**src/rtl/eq_gain_mixer.sv**
```systemverilog
// eq_gain_mixer: 10-band equalizer gain/sum through one time-shared signed multiplier.
// Revision 1.0
`default_nettype none

module eq_gain_mixer #(
  parameter int DATA_W = 24,
  parameter int GAIN_W = 16,
  parameter int FRAC   = 14,
  parameter int NBANDS = 10
) (
  input  logic                     i_clk,
  input  logic                     i_rst_n,
  input  logic                     i_en,
  input  logic signed [DATA_W-1:0] i_lp,
  input  logic signed [DATA_W-1:0] i_band_64_125,
  input  logic signed [DATA_W-1:0] i_band_125_250,
  input  logic signed [DATA_W-1:0] i_band_250_500,
  input  logic signed [DATA_W-1:0] i_band_500_1k,
  input  logic signed [DATA_W-1:0] i_band_1k_2k,
  input  logic signed [DATA_W-1:0] i_band_2k_4k,
  input  logic signed [DATA_W-1:0] i_band_4k_8k,
  input  logic signed [DATA_W-1:0] i_band_8k_16k,
  input  logic signed [DATA_W-1:0] i_hp,
  input  logic                     i_gain_we,
  input  logic [3:0]               i_gain_addr,
  input  logic signed [GAIN_W-1:0] i_gain_data,
  output logic signed [DATA_W-1:0] o_data,
  output logic                     o_valid,
  output logic                     o_busy,
  output logic                     o_drop
);

  localparam int PROD_W = DATA_W + GAIN_W;
  localparam int ACC_W  = PROD_W + 4;
  localparam int CNT_W  = 4;

  localparam logic [1:0] ST_IDLE = 2'd0;
  localparam logic [1:0] ST_MAC  = 2'd1;
  localparam logic [1:0] ST_OUT  = 2'd2;

  localparam logic [CNT_W-1:0]        LAST_BAND = CNT_W'(NBANDS - 1);
  localparam logic signed [GAIN_W-1:0] UNITY    = GAIN_W'(1 << FRAC);
  localparam logic signed [ACC_W-1:0]  SAT_MAX  =
    {{(ACC_W-DATA_W+1){1'b0}}, {(DATA_W-1){1'b1}}};
  localparam logic signed [ACC_W-1:0]  SAT_MIN  =
    {{(ACC_W-DATA_W+1){1'b1}}, {(DATA_W-1){1'b0}}};

  logic signed [DATA_W-1:0] band_in [NBANDS];
  logic signed [DATA_W-1:0] cap     [NBANDS];
  logic signed [GAIN_W-1:0] gain    [NBANDS];

  logic [1:0]               state;
  logic [CNT_W-1:0]         cnt;
  logic signed [ACC_W-1:0]  acc;
  logic signed [PROD_W-1:0] prod;
  logic signed [ACC_W-1:0]  prod_ext;
  logic signed [ACC_W-1:0]  shifted;
  logic signed [DATA_W-1:0] sat_val;

  assign band_in[0] = i_lp;
  assign band_in[1] = i_band_64_125;
  assign band_in[2] = i_band_125_250;
  assign band_in[3] = i_band_250_500;
  assign band_in[4] = i_band_500_1k;
  assign band_in[5] = i_band_1k_2k;
  assign band_in[6] = i_band_2k_4k;
  assign band_in[7] = i_band_4k_8k;
  assign band_in[8] = i_band_8k_16k;
  assign band_in[9] = i_hp;

  // Single shared multiplier, steered by the band counter.
  assign prod     = cap[cnt] * gain[cnt];
  assign prod_ext = {{(ACC_W-PROD_W){prod[PROD_W-1]}}, prod};
  assign shifted  = acc >>> FRAC;
  assign o_busy   = (state != ST_IDLE);

  always_comb begin
    sat_val = shifted[DATA_W-1:0];
    if (shifted > SAT_MAX) begin
      sat_val = SAT_MAX[DATA_W-1:0];
    end else if (shifted < SAT_MIN) begin
      sat_val = SAT_MIN[DATA_W-1:0];
    end
  end

  // Writes land at the edge; a MAC on the same edge still reads the old gain.
  always_ff @(posedge i_clk) begin
    if (!i_rst_n) begin
      for (int k = 0; k < NBANDS; k++) begin
        gain[k] <= UNITY;
      end
    end else if (i_gain_we) begin
      for (int k = 0; k < NBANDS; k++) begin
        if (i_gain_addr == CNT_W'(k)) begin
          gain[k] <= i_gain_data;
        end
      end
    end
  end

  always_ff @(posedge i_clk) begin
    if (!i_rst_n) begin
      for (int k = 0; k < NBANDS; k++) begin
        cap[k] <= '0;
      end
    end else if ((state == ST_IDLE) && i_en) begin
      for (int k = 0; k < NBANDS; k++) begin
        cap[k] <= band_in[k];
      end
    end
  end

  always_ff @(posedge i_clk) begin
    if (!i_rst_n) begin
      state   <= ST_IDLE;
      cnt     <= '0;
      acc     <= '0;
      o_data  <= '0;
      o_valid <= 1'b0;
      o_drop  <= 1'b0;
    end else begin
      o_valid <= 1'b0;
      o_drop  <= 1'b0;
      case (state)
        ST_IDLE: begin
          if (i_en) begin
            acc   <= '0;
            cnt   <= '0;
            state <= ST_MAC;
          end
        end
        ST_MAC: begin
          o_drop <= i_en;
          acc    <= acc + prod_ext;
          if (cnt == LAST_BAND) begin
            cnt   <= '0;
            state <= ST_OUT;
          end else begin
            cnt <= cnt + 1'b1;
          end
        end
        ST_OUT: begin
          o_drop  <= i_en;
          o_data  <= sat_val;
          o_valid <= 1'b1;
          state   <= ST_IDLE;
        end
        default: state <= ST_IDLE;
      endcase
    end
  end

endmodule

`default_nettype wire

```
**config.mk**
```make
export PLATFORM = sky130hd
export DESIGN_NAME = eq_gain_mixer
export DESIGN_NICKNAME = d
export VERILOG_FILES = /design/src/rtl/eq_gain_mixer.sv
export SDC_FILE = /design/constraint.sdc
export NUM_CORES = 2
export LEC_CHECK = 0
export BUFFER_PORTS_ARGS = -buffer_cell sky130_fd_sc_hd__buf_2
export CELL_PAD_IN_SITES_DETAIL_PLACEMENT = 1
export CELL_PAD_IN_SITES_GLOBAL_PLACEMENT = 1
export CORE_MARGIN = 2
export CORE_UTILIZATION = 54
export DETAILED_ROUTE_END_ITERATION = 10
export PLACE_DENSITY = 0.87
export SYNTH_ARGS = -nofsm -noshare
export SYNTH_HDL_FRONTEND = slang
export SYNTH_SLANG_ARGS = --single-unit
```
**constraint.sdc**
```tcl
create_clock -name i_clk -period 12.9 [get_ports i_clk]
set_clock_uncertainty 0.2 [all_clocks]
set_input_delay 1.935 -clock i_clk [delete_from_list [all_inputs] [get_ports i_clk]]
set_output_delay 1.935 -clock i_clk [all_outputs]
set_load 0.02 [all_outputs]
```
After elaboration in Yosys (flattened, before gate mapping). Memories as Yosys holds them, arrays and structs flattened. A register that Yosys moved wholly into a read port is not among the register bits. Index checks and enable logic that the tools add are counted. W data, S select, Z words.

Multiplexer cells: 79. Add/sub/neg operators: 2. Equality and inequality tests: 14. Reductions and logical operators: 9. $mul: 1. $lt $le $gt $ge: 2. Bitwise gates (word level): 20.

Operator list (count): $mux W24 (12); $mux W16 (10); $pmux W44 S2 (1); $mux W1 (45); $add A44 B40 Y44 (1); $mux W44 (1); $mul A24 B16 Y40 (1); $gt A30 B24 Y1 const B (1); $lt A30 B24 Y1 const B (1); $mux W4 (6); $or A1 B1 Y1 (20); $eq A4 B3 Y1 const B (4); $eq A4 B4 Y1 const B (3); $eq A4 B2 Y1 const B (2); $pmux W4 S2 (1); $reduce_and A2 Y1 (3); $add A4 B1 Y4 const B (1); $eq A4 B1 Y1 const B (1); $logic_not A4 Y1 (1); $mux W2 (2); $ne A2 B2 Y1 const B (2); $pmux W2 S2 (1); $reduce_bool A2 Y1 (2); $eq A2 B1 Y1 const B (1); other kinds (4) (4).

Flip-flop bits (word level): 76. Bits in writable memories: 400. Word-level logic and storage cells: 135. Output and inout bits: 27. Bits of input ports: 264. Memories: 2.

Memories: cap (words 10, width 24, read ports 1, clocked after Yosys merged registers in 1, write ports 10, line 49) `logic signed [DATA_W-1:0] cap [NBANDS];`; gain (words 10, width 16, read ports 1, clocked after Yosys merged registers in 1, write ports 10, line 50) `logic signed [GAIN_W-1:0] gain [NBANDS];`.

Depth between registers and ports, before layout.
Depth after elaboration: 6. Depth in mapped cells: 32. Mapped depth without buffers: 27.

Worst setup path before layout. Ideal clock, no wire load.

Path type: input port to flip-flop. Start: input i_rst_n. End: memory cap[0][0], enable pin. Stages: 3. Library setup time: 1.852 ns. Arrival time: 6.322 ns. Setup slack: 4.526 ns. Path buffers: 2. Cells stage by stage: clkbuf_1 buf_1 nand2_1.

RTL lines: from (decl) (line 12) `input logic i_rst_n,`; to (decl) (line 49).

==> results.json <==
{
  "status": "complete, but fails checks",
  "violations": "max-capacitance violations",
  "die_w_um": 265,
  "min_path_type": "reg2reg",
  "synth_top_area_share_pct": 32.7,
  "dr_wl_met2_um": 59000,
  "path_clk_slew_ns": 0.07,
  "syn_to_final_growth_pct": 10.6,
  "min_path_cells": 2,
  "top_layer": "met5",
  "cts.sinks": 480,
  "grt.total_usage_pct": 33.8,
  "io_pins": 291,
  "multi_input_area_sq_um": 20600,
  "dpl.cell_count": 4273,
  "yosysTopAreaCell": "edfxtp_1",
  "final_common_cell": "inv_1",
  "die_y_um": 265,
  "seq_area_sq_um": 13600,
  "grt_overflow": 0,
  "post_cts_resized": 0,
  "die_area_sq_um": 70100,
  "tns_ns": 0,
  "layout-drive-gt1-share_pct": 16.6,
  "crit_path_start_kind": "register",
  "drt-pass1-iter-count": 5,
  "drcViolationCount": 0,
  "synth_area_leaders": "edfxtp_1, fa_1, and2_1",
  "hold_viol": 0,
  "r2r_end": "acc[41]$_SDFFE_PN0P_",
  "grt_setup_unrepaired": "no",
  "core_area_sq_um": 67300,
  "syn_area_sq_um": 36700,
  "worst_pin_slew_ns": 1.49,
  "rows": 95,
  "clk_latency_ns": 0.64,
  "grt_pass1_vias": 29200,
  "start_util_pct": 54.6,
  "cp.required_ns": 13.19,
  "min_to": "o_data[19]$_SDFFE_PN0P_",
  "syn_nets": 4048,
  "synth_edf_count": 400,
  "fillers": 7001,
  "ctsHtreeMaxLevel": 2,
  "place_hpwl_um": 85300,
  "grt_pass1_wl_um": 178000,
  "cts_buffers": 52,
  "synth.avg_cell_area_sq_um": 11.4,
  "final_nets": 4280,
  "drv_cap": 1,
  "port_buffers": 290,
  "grt_max_degree": 177,
  "synthFlopType": "edfxtp_1",
  "worstPathArrival_ns": 9.68,
  "postRouteAntennaNets": 0,
  "final_cell_mix": "inv_1, fa_1, edfxtp_1, and2_1, nor2_1",
  "yosysWarnings": 0,
  "crit_fanout": 54,
  "async_flop_share_pct": 0,
  "antenna_found_initial": 14,
  "slew_viol_final": 0,
  "clockBufferDepth": 3,
  "reg2regPathDepth": 25,
  "period_share_pct": 72.9,
  "r2r_slack_ns": 3.50,
  "place.gp.congestion": 0.929,
  "timing.fmax_mhz": 106,
  "period_needed_ns": 9.40,
  "syn_inst": 3222,
  "end_kind": "register",
  "wl_um": 117000,
  "met1_length_um": 45800,
  "layoutNonFillerInstCount": 4379,
  "hold_buffers": 0,
  "via_count": 25700,
  "cts_root_buffer": "clkbuf_16",
  "seq_area_frac_synth_pct": 37.1,
  "holdCritStartpoint": "o_data[19]$_SDFFE_PN0P_",
  "wl_met3_um": 7540,
  "yosysUniqueCellTypes": 80,
  "synth-seq-cells": 480,
  "setup_viol": 0,
  "crit_type": "reg2reg",
  "tritoncts": "done",
  "detail_route.vias_per_cell": 5.86,
  "wl_per_cell_um": 26.8,
  "relSlewSlack_pct": 0.0651,
  "post_cts_buffers": 0,
  "drtIter0Drc": 2439
}
## critical path, stage by stage, from the launching register on
cell      delay (ns)
dfxtp_4         0.64
buf_4           0.73
mux4_2          0.47
mux2_2          0.34
o21ai_1         0.87
nor2_1          0.18
fa_1            0.57
inv_1           0.05
fa_1            0.51
fa_1            0.51
inv_1           0.06
fa_1            0.48
fa_1            0.50
inv_1           0.05
fa_1            0.47
inv_1           0.04
ha_1            0.40
and4_1          0.22
o211ai_1        0.09
o21ai_1         0.29
nand4_1         0.24
a311oi_1        0.56
nor2_1          0.14
a211oi_1        0.27
xnor2_1         0.17
o21ai_1         0.09
## flip-flops by register name, indices dropped and copies added (netlist names), named ones only
register	count
cap	240
acc	44
o_drop	1
gain	160
cnt	4
o_data	24
o_valid	1
state	2
## metal layers
metal	GRT usage (%)	up-vias
met5	0	-
met4	12.7	6
met3	5.63	286
met2	58.8	1136
met1	42.6	13300
li1	-	10900
## cells in the mapped netlist, types with 18 or more instances
| master | number |
|---|---|
| inv_1 | 477 |
| fa_1 | 434 |
| edfxtp_1 | 400 |
| and2_1 | 399 |
| nor2_1 | 297 |
| nand2_1 | 229 |
| ha_1 | 128 |
| clkbuf_1 | 93 |
| dfxtp_1 | 80 |
| mux4_2 | 80 |
| a21oi_1 | 68 |
| o21ai_0 | 65 |
| mux2i_1 | 43 |
| o21ai_1 | 37 |
| nand2b_1 | 33 |
| mux2_2 | 32 |
| xnor2_1 | 31 |
| a22oi_1 | 29 |
| buf_2 | 26 |
| o21a_1 | 25 |
| a21o_1 | 18 |
## layout make-up
type                       instances  area share (%)
antenna                           11          0.0678
clock buffer                      65            3.48
clock inverter                    30           0.733
inverter                         478            4.42
multi-input combinational       2116            50.8
sequential                       480            33.6
tap                              873            2.69
timing repair buffer             326            4.30
## logic make-up (layout without fill, tap and decap cells)
group	Yosys count	in the layout	share of synthesized area, %
adder cells (fa/ha/maj)	562	562	28.0
AND/OR/NAND/NOR	1047	1047	14.3
flip-flops	480	480	37.1
multiplexers	155	155	7.06
buffers and inverters	626	899	7.01
XOR/XNOR	45	45	1.07
AO/OA/AOI/OAI	307	307	5.40
other	0	11	0
## worst max path at each step
stage                         from                       to  slack, ns
final                     register     acc[41]$_SDFFE_PN0P_       3.50
after global routing      register     acc[41]$_SDFFE_PN0P_       3.06
after CTS                 register     acc[41]$_SDFFE_PN0P_       3.61
after detailed placement  register     acc[38]$_SDFFE_PN0P_       3.65
after global placement    register     acc[38]$_SDFFE_PN0P_       3.75
after floorplan            i_rst_n  cap[0][0]$_SDFFCE_PN0P_       4.53
## stage by stage
step	hold WS (ns)	utilization, %	worst slack (ns)	instance area [sq um]
after floorplan	0.236	-	4.53	36700
after global placement	0.251	57.8	3.75	38900
after detailed placement	0.261	57.8	3.65	38900
after CTS	0.270	60.3	3.61	40600
after global routing	0.296	60.4	3.06	40600
final	0.266	60.4	3.50	40600
Power is not shown: default switching activity piles up to over one toggle a cycle in this logic, so the estimate is an artifact.
